### config.mk
export PLATFORM = sky130hd
export DESIGN_NAME = seq_stim_gen_flat
export DESIGN_NICKNAME = d
export VERILOG_FILES = /design/src/rtl/seq_stim_gen_if.sv /design/src/rtl/seq_stim_gen.sv /design/src/flat_wrapper.sv
export SDC_FILE = /design/constraint.sdc
export NUM_CORES = 1
export LEC_CHECK = 0
export CAP_MARGIN = 20
export CELL_PAD_IN_SITES_DETAIL_PLACEMENT = 2
export CELL_PAD_IN_SITES_GLOBAL_PLACEMENT = 2
export CORE_MARGIN = 2
export CORE_UTILIZATION = 30
export DETAILED_ROUTE_END_ITERATION = 10
export GPL_ROUTABILITY_DRIVEN = 0
export GPL_TIMING_DRIVEN = 0
export MAX_ROUTING_LAYER = met4
export PLACE_DENSITY_LB_ADDON = 0.1
export SLEW_MARGIN = 20
export SYNTH_ARGS = -nofsm -noshare
export SYNTH_HDL_FRONTEND = slang
export SYNTH_SLANG_ARGS = --single-unit
### constraint.sdc
create_clock -name clk -period 4.16 [get_ports clk]
set_input_delay 0.416 -clock clk [delete_from_list [all_inputs] [get_ports clk]]
set_output_delay 0.416 -clock clk [all_outputs]
set_load 0.1 [all_outputs]
### src/rtl/seq_stim_gen_if.sv
// Request/serial-output bundle for seq_stim_gen. master = stimulus source, slave = generator.
// start is a level request; the generator samples it only while idle (no ready, busy=1 means ignored).
interface seq_stim_gen_if #(
  parameter int MAX_LEN = 8,
  parameter int LEN_W   = 4
);
  logic               start;
  logic [MAX_LEN-1:0] pattern;
  logic [LEN_W-1:0]   length;
  logic               busy;
  logic               done;
  logic               ser_in;
  logic               ser_next;
  logic [LEN_W-1:0]   bit_idx;
  logic               det_reset;
  logic [2:0]         state_dbg;

  modport master (
    output start, pattern, length,
    input  busy, done, ser_in, ser_next, bit_idx, det_reset, state_dbg
  );

  modport slave (
    input  start, pattern, length,
    output busy, done, ser_in, ser_next, bit_idx, det_reset, state_dbg
  );
endinterface

### src/rtl/seq_stim_gen.sv
// Serialises a captured pattern MSB-first as ser_in/ser_next strobes for the sequence detector.
// Optional SEQ_STIM_GEN_DET_RESET_EN inserts a 2-cycle detector reset pulse before the first strobe.
module seq_stim_gen #(
  parameter int MAX_LEN = 8,
  parameter int LEN_W   = 4,
  parameter int GAP     = 1
) (
  input logic          clk,
  input logic          reset,
  seq_stim_gen_if.slave bus
);

  localparam logic [2:0] S_IDLE  = 3'd0;
`ifdef SEQ_STIM_GEN_DET_RESET_EN
  localparam logic [2:0] S_RSTP  = 3'd1;
`endif
  localparam logic [2:0] S_DRIVE = 3'd2;
  localparam logic [2:0] S_GAP   = 3'd3;
  localparam logic [2:0] S_FIN   = 3'd4;

  localparam logic [LEN_W-1:0] MAX_LEN_L = LEN_W'(MAX_LEN);
  localparam logic [LEN_W-1:0] ONE_L     = LEN_W'(1);
  localparam logic [3:0]       GAP_L     = 4'(GAP);

  logic [2:0]         state_q;
  logic [MAX_LEN-1:0] sh_q;
  logic [LEN_W-1:0]   idx_q;
  logic [3:0]         gap_q;
  logic [LEN_W-1:0]   len_cl;

  logic               busy_q;
  logic               done_q;
  logic               ser_in_q;
  logic               ser_next_q;
  logic [LEN_W-1:0]   bit_idx_q;

  assign len_cl = (bus.length > MAX_LEN_L) ? MAX_LEN_L : bus.length;

`ifdef SEQ_STIM_GEN_DET_RESET_EN
  logic rst_q;
  logic det_q;
`endif

  // Control path. The pattern is left-aligned on capture so the next bit is always sh_q MSB.
  always_ff @(posedge clk or posedge reset) begin
    if (reset) begin
      state_q <= S_IDLE;
      sh_q    <= '0;
      idx_q   <= '0;
      gap_q   <= '0;
`ifdef SEQ_STIM_GEN_DET_RESET_EN
      rst_q   <= 1'b0;
`endif
    end else begin
      case (state_q)
        S_IDLE: begin
          if (bus.start) begin
            sh_q  <= bus.pattern << (MAX_LEN - int'(len_cl));
            idx_q <= len_cl;
`ifdef SEQ_STIM_GEN_DET_RESET_EN
            rst_q   <= 1'b0;
            state_q <= S_RSTP;
`else
            state_q <= (len_cl != '0) ? S_DRIVE : S_FIN;
`endif
          end
        end
`ifdef SEQ_STIM_GEN_DET_RESET_EN
        S_RSTP: begin
          if (rst_q) state_q <= (idx_q != '0) ? S_DRIVE : S_FIN;
          rst_q <= 1'b1;
        end
`endif
        S_DRIVE: begin
          gap_q   <= GAP_L;
          state_q <= S_GAP;
        end
        S_GAP: begin
          if (gap_q == 4'd1) begin
            idx_q   <= idx_q - ONE_L;
            sh_q    <= sh_q << 1;
            state_q <= (idx_q > ONE_L) ? S_DRIVE : S_FIN;
          end else begin
            gap_q <= gap_q - 4'd1;
          end
        end
        S_FIN:   state_q <= S_IDLE;
        default: state_q <= S_IDLE;
      endcase
    end
  end

  // Outputs are registered from the current state, so they trail the state by one cycle.
  always_ff @(posedge clk or posedge reset) begin
    if (reset) begin
      busy_q     <= 1'b0;
      done_q     <= 1'b0;
      ser_in_q   <= 1'b0;
      ser_next_q <= 1'b0;
      bit_idx_q  <= '0;
    end else begin
      busy_q     <= (state_q != S_IDLE);
      done_q     <= (state_q == S_FIN);
      ser_next_q <= (state_q == S_DRIVE);
      bit_idx_q  <= idx_q;
      if (state_q == S_DRIVE) ser_in_q <= sh_q[MAX_LEN-1];
`ifdef SEQ_STIM_GEN_DET_RESET_EN
      else if (state_q == S_RSTP) ser_in_q <= 1'b0;
`endif
    end
  end

`ifdef SEQ_STIM_GEN_DET_RESET_EN
  always_ff @(posedge clk or posedge reset) begin
    if (reset) det_q <= 1'b0;
    else       det_q <= (state_q == S_RSTP);
  end
  assign bus.det_reset = det_q;
`else
  assign bus.det_reset = 1'b0;
`endif

  assign bus.busy      = busy_q;
  assign bus.done      = done_q;
  assign bus.ser_in    = ser_in_q;
  assign bus.ser_next  = ser_next_q;
  assign bus.bit_idx   = bit_idx_q;
  assign bus.state_dbg = state_q;

endmodule

### src/flat_wrapper.sv
// flat-port wrapper written by rule: the top's interface ports become plain ports
module seq_stim_gen_flat 
#(
  parameter int MAX_LEN = 8,
  parameter int LEN_W   = 4,
  parameter int GAP     = 1
)
  (clk, reset, bus_start, bus_pattern, bus_length, bus_busy, bus_done, bus_ser_in, bus_ser_next, bus_bit_idx, bus_det_reset, bus_state_dbg);
  seq_stim_gen_if #(.MAX_LEN(MAX_LEN), .LEN_W(LEN_W)) bus_i ();
  input logic clk;
  input logic reset;
  input wire logic [$bits(bus_i.start)-1:0] bus_start;
  input wire logic [$bits(bus_i.pattern)-1:0] bus_pattern;
  input wire logic [$bits(bus_i.length)-1:0] bus_length;
  output wire logic [$bits(bus_i.busy)-1:0] bus_busy;
  output wire logic [$bits(bus_i.done)-1:0] bus_done;
  output wire logic [$bits(bus_i.ser_in)-1:0] bus_ser_in;
  output wire logic [$bits(bus_i.ser_next)-1:0] bus_ser_next;
  output wire logic [$bits(bus_i.bit_idx)-1:0] bus_bit_idx;
  output wire logic [$bits(bus_i.det_reset)-1:0] bus_det_reset;
  output wire logic [$bits(bus_i.state_dbg)-1:0] bus_state_dbg;
  assign bus_i.start = bus_start;
  assign bus_i.pattern = bus_pattern;
  assign bus_i.length = bus_length;
  assign bus_busy = bus_i.busy;
  assign bus_done = bus_i.done;
  assign bus_ser_in = bus_i.ser_in;
  assign bus_ser_next = bus_i.ser_next;
  assign bus_bit_idx = bus_i.bit_idx;
  assign bus_det_reset = bus_i.det_reset;
  assign bus_state_dbg = bus_i.state_dbg;
  seq_stim_gen #(.MAX_LEN(MAX_LEN), .LEN_W(LEN_W), .GAP(GAP)) u_core (.clk(clk), .reset(reset), .bus(bus_i));
endmodule
Word-level counts from Yosys, hierarchy flattened:

Cells that the tools add are included.

* word-level logic and storage cells: 44
* input bits: 15
* register bits: 27
* output and inout port bits: 12

* shift-type cells: 1
* add/sub/neg operators: 3
* muxes and demuxes: 14
* eq/ne operators: 7
* order comparisons: 2
* reduce and logical (&&, ||, !) cells: 8

Operators with widths (number)
* 8-bit by 32-bit << shifter with 8-bit output: 1
* 4-bit 2-to-1 mux: 4
* 8-bit 2-to-1 mux: 2
* 4-bit one-hot mux with 2 select lines: 2
* 8-bit one-hot mux with 2 select lines: 1
* 3-bit 2-to-1 mux: 4
* 3-bit one-hot mux with 3 select lines: 1
* 4-bit by 1-bit subtractor with 4-bit output (second input constant): 2
* 3-bit by 2-bit == test with 1-bit output (second input constant): 2
* 4-bit by 4-bit subtractor with 5-bit output (first input constant): 1
* 4-bit by 1-bit == test with 1-bit output (second input constant): 1
* 4-bit by 1-bit greater-than comparator with 1-bit output (second input constant): 1
* 4-bit greater-than comparator (second input constant): 1
* 2-bit != test (second input constant): 2
* 2-bit AND reduction: 2
* 2-bit nonzero test: 2
* 4-bit nonzero test: 1
* 3-bit == test (second input constant): 1
* 3-bit zero test: 1
* 3-bit AND reduction: 1
* 3-bit nonzero test: 1
* 2-bit by 1-bit != test with 1-bit output (second input constant): 1

Depth between registers and ports, before layout:

* depth in word-level cells: 6
* mapped depth: 10
* mapped depth without buffers: 7

Worst setup path after synthesis:

OpenSTA, ideal clock, no wires.

* path type: flip-flop to flip-flop
* from: register u_core.state_q[1], in the netlist u_core.bus.state_dbg[1]
* to: register u_core.sh_q[7]
* path buffers: 2
* arrival time: 2118 ps
* period minus slack after synthesis: 2256 ps
* slack: 1904 ps
* required time: 4022 ps
* library setup time: 138 ps
* cell stages (with the launch flop): 7
* cell sequence: dfrtp_1 buf_6 or4b_4 a21boi_4 buf_6 a22oi_2 o221ai_1

* word-level cells in the longest chain between the ends: 3
* elaborated cells on any way between the ends: 7
* those cells by class: eq/ne (3); mux (1); reduce/logical (3)

Ends and longest elaborated chain
* from (decl): RTL line seq_stim_gen.sv:25 `logic [2:0] state_q;`
* from (signal assigned): RTL line seq_stim_gen.sv:64 `state_q <= (len_cl != '0) ? S_DRIVE : S_FIN;`
* from (signal assigned): RTL line seq_stim_gen.sv:82 `state_q <= (idx_q > ONE_L) ? S_DRIVE : S_FIN;`
* 3-bit by 2-bit == test with 1-bit output / 3-bit zero test (equally long branches): RTL line seq_stim_gen.sv:55 `case (state_q)`
* 2-bit by 1-bit != test with 1-bit output (no source line) (tied with other cells)
* 3-bit AND reduction (no source line)
* to (signal assigned): RTL line seq_stim_gen.sv:58 `sh_q <= bus.pattern << (MAX_LEN - int'(len_cl));`
* to (signal assigned): RTL line seq_stim_gen.sv:81 `sh_q <= sh_q << 1;`
* to (decl): RTL line seq_stim_gen.sv:26 `logic [MAX_LEN-1:0] sh_q;`

Parallel ways exist; a longest one is shown, timed or not.
A chain may end at the register's enable or synchronous reset.

Worst setup path after layout:

* from: input bus_length[3]
* to: register u_core.sh_q[0]

* word-level cells in the longest chain between the ends: 6

Ends and longest elaborated chain
* from (decl): RTL line flat_wrapper.sv:14 `input wire logic [$bits(bus_i.length)-1:0] bus_length;`
* 4-bit greater-than comparator: RTL line seq_stim_gen.sv:37 `assign len_cl = (bus.length > MAX_LEN_L) ? MAX_LEN_L : bus.length;`
* 4-bit 2-to-1 mux (*): RTL line seq_stim_gen.sv:37
* 4-bit by 4-bit subtractor with 5-bit output (*): RTL line seq_stim_gen.sv:58
* 8-bit by 32-bit << shifter with 8-bit output (*): RTL line seq_stim_gen.sv:58
* 8-bit 2-to-1 mux (*): RTL line seq_stim_gen.sv:57 `if (bus.start) begin`
* 8-bit one-hot mux with 2 select lines (*): RTL line seq_stim_gen.sv:55

Mark *: on every way between the ends. The rest lies on a longest branch, timed or not. The select of a mux whose other input is x is not followed.

==> impl_results.md <==
- Detail Route met3 WL: 83 µm
- Commonest non-fill, non-tap cells in the layout: dfrtp_1, clkdlybuf4s50_1, nor2_1, inv_1, nand3_1
- Inserted Diodes: 0
- Post-synthesis mux area share: 5.68%
- Crit share post-route: 61.9%
- Min-Delay Endpoint: u_core.bus.bit_idx[1]$_DFF_PP0_
- Clk_lat worst skew: 0.28 ns
- Initial Util: 30.6%
- Commonest non-fill, non-tap cell in the layout: dfrtp_1
- R2R depth: 7
- Run status: complete, no violations
- Sequential fraction of the synthesis area: 40.9%
- Metal2 WL: 2.35 mm
- H-tree Lvls: 1
- Highest Signal Layer: met4
- CTS tree: yes
- Flops & latches, synth: 27
- CP arrival: 2.76 ns
- Final min period: 2.58 ns
- Worst setup EP type: flop
- Reg2Reg Capture Point: u_core.idx_q[2]$_DFFE_PP0P_
- Crit path required time: 4.34 ns
- DR iter-0 viols: 22
- CTS root buf: clkbuf_8
- Synth top area cells: dfrtp_1, ha_1, mux2i_1
- Vias in the first global route: 1573
- Congestion Overflow GR: 0
- Crit path launch type: primary input
- Overall Global Routing Usage: 16.9%
- Setup Crit Path Kind: primary input to flop
- Post-Synth Adder-Cell Area: 3.79%
- Syn_nets: 195
- Synth Area in XOR/XNOR: 2.12%
- Post-CTS sizing: 0
- Layout area overhead: 22.8%
- Min-delay worst type: flop to flop
- Critical path fanouts, max: 10
- Setup violators final: 0
- Cell Area, Synth: 0.00165 mm²
- Maximum vdd drop: 0.000336 V
- Final HPWL DP: 3.61 mm
- CP Buf/Inv Count: 4
- Vias per Instance: 5.15
- Setup bufs post-CTS: 0
- Top cell type by total area after synthesis: dfrtp_1
- Total CTS buffers: 3
- Worst path cell trace: clkdlybuf4s50_1 > nor2b_1 > clkbuf_2 > inv_2 > ha_1 > clkbuf_1 > xor2_1 > nand2_1 > o41ai_2
- Synth Area in Compound Gates: 20.8%
- Initial antenna violation count: 0
- Rel. slew slack: 34.9%
- Metal-1 WL: 2.18 mm
- Vias after detailed routing: 1415
- Final core occ: 37.5%
- Layout cells sized above 1: 11.3%
- Pwr dens: 765 mW/mm²
- Setup slack, reg-to-reg: 2.15 ns
- Die X: 78.2 µm
- Final hold vios: 0
- Total routed wirelength: 4.66 mm
- Static Leakage: 0.849 nW
- Detailed Routing Iterations Pass 1: 2
- DR WL/cell: 16.9 µm
- Worst reg2reg startpoint: u_core.gap_q[1]$_DFFE_PP0P_
- Delay-heaviest family, CP: buffers and inverters
- RSZ-0062 raised after global routing: false
- Die area: 0.00612 mm²
- WHS: 0.417 ns
- Number of max-cap violations: 0
- CP max-delay cell: clkdlybuf4s50_1
- Core Box Area: 0.00541 mm²
- Row Count: 27
- PortBufs: 24
- Largest family of logic cells by synthesized area: compound AO/OA/AOI/OAI gates
- Clock sinks: 27
- Simple-gate area share of the yosys netlist: 19.7%
- Hold depth: 0
- Achievable clock frequency: 0.388 GHz
- Netlist cell types: 52
- Global-route wire length before repair: 7.97 mm
- Drt drc: 0
- Largest net degree at the start of global routing: 28
- Share of the synthesized area in the top cell type: 40.9%
- Worst min-delay path startpoint: u_core.idx_q[1]$_DFFE_PP0P_
- Synth warn: 0
- Worst-Margin Slew: 0.973 ns
- Reg clk slew, reported paths: 0.10 ns
- Fin nets: 224
- Die height: 78.2 µm
- Final ANT Viol Nets: 0
- Clock Tree Buf Depth: 2
- Mapped Cells: 175
- # hold bufs at CTS: 0
- Ports: 27
- CP Depth: 9
- Setup Skew: 0.00275 ns
- Avg Cell Area, Syn: 9.44 µm²
- Setup TNS: 0 ns
- CP max stage delay: 0.63 ns
- Fin. max-slew vios: 0
==> cells by family after synthesis <==
kind of cell / Yosys count
AO/OA/AOI/OAI: 47
XOR/XNOR: 4
adder cells (fa/ha/maj): 5
buffers and inverters: 24
flip-flops: 27
multiplexers: 8
other: 1
AND/OR/NAND/NOR: 59
==> state kept, by name, indices dropped and copies added (netlist names) <==
signal	count
u_core.bus.done	1
u_core.sh_q	8
u_core.bus.state_dbg	3
u_core.bus.ser_in	1
u_core.bus.ser_next	1
u_core.idx_q	4
u_core.gap_q	4
u_core.bus.bit_idx	4
u_core.bus.busy	1
==> cells in the mapped netlist, drive strengths merged <==
cell and instances:
a22oi 4, o22a 1, o31ai 3, nand4 1, nand2b 2, a211oi 1, or4b 1, a32oi 2
nor2b 3, conb 1, nand2 8, a21boi 1, a2bb2oi 1, o221ai 2, mux4 1, a31oi 1
dfrtp 27, nor4 2, o41ai 1, inv 13, xnor2 1, buf 5, or3b 2, o2111ai 1
a21oi 9, xor2 3, nand3 10, clkbuf 6, o311ai 1, ha 5, o211ai 3, nand3b 2
mux2i 6, and3b 1, or3 2, mux2 1, o21ai 14, nor2 16, nor3b 2, o22ai 2
nor3 7
==> through the flow <==
step | worst slack, ns | area, µm² | instances | total power [mW]
2_1_floorplan | 1.90 | 1650 | 175 | 1.15
3_3_place_gp | 1.23 | 1980 | 271 | 1.38
3_5_place_dp | 1.26 | 1980 | 271 | 1.41
4_1_cts | 1.56 | 2030 | 275 | 1.58
5_1_grt | 1.35 | 2030 | 275 | 1.67
6_report | 1.58 | 2030 | 275 | 1.55
==> power breakdown <==
group,leakage (nW),internal (mW),switching [mW]
clock network,0.0255,0.0674,0.0894
registers,0.334,0.361,0.0755
logic,0.489,0.286,0.674
==> layer usage <==
| layer | up-vias | track usage (%) |
|---|---|---|
| met5 | - | - |
| met4 | 0 | 4.21 |
| met3 | 4 | 1.84 |
| met2 | 21 | 28.8 |
| met1 | 705 | 21.7 |
| li1 | 685 | - |
==> cell type report <==
type	instances	area, µm²
fill	607	3380
multi-input combinational	124	865
sequential	27	676
timing repair buffer	24	240
tap	72	90.1
buffer	11	63.8
inverter	13	48.8
clock buffer	3	41.3
clock inverter	1	5.00
==> how the worst max path moves through the flow <==
stage	to	startpoint	slack, ns
after floorplan	u_core.sh_q[7]$_DFFE_PP0P_	u_core.bus.state_dbg[1]$_DFFE_PP0P_	1.90
after global placement	u_core.sh_q[7]$_DFFE_PP0P_	bus_length[3]	1.23
after detailed placement	u_core.sh_q[7]$_DFFE_PP0P_	bus_length[3]	1.26
after CTS	u_core.sh_q[7]$_DFFE_PP0P_	bus_length[3]	1.56
after global routing	u_core.sh_q[0]$_DFFE_PP0P_	bus_length[3]	1.35
final	u_core.sh_q[0]$_DFFE_PP0P_	bus_length[3]	1.58
Power figures use the tool's default switching activity.
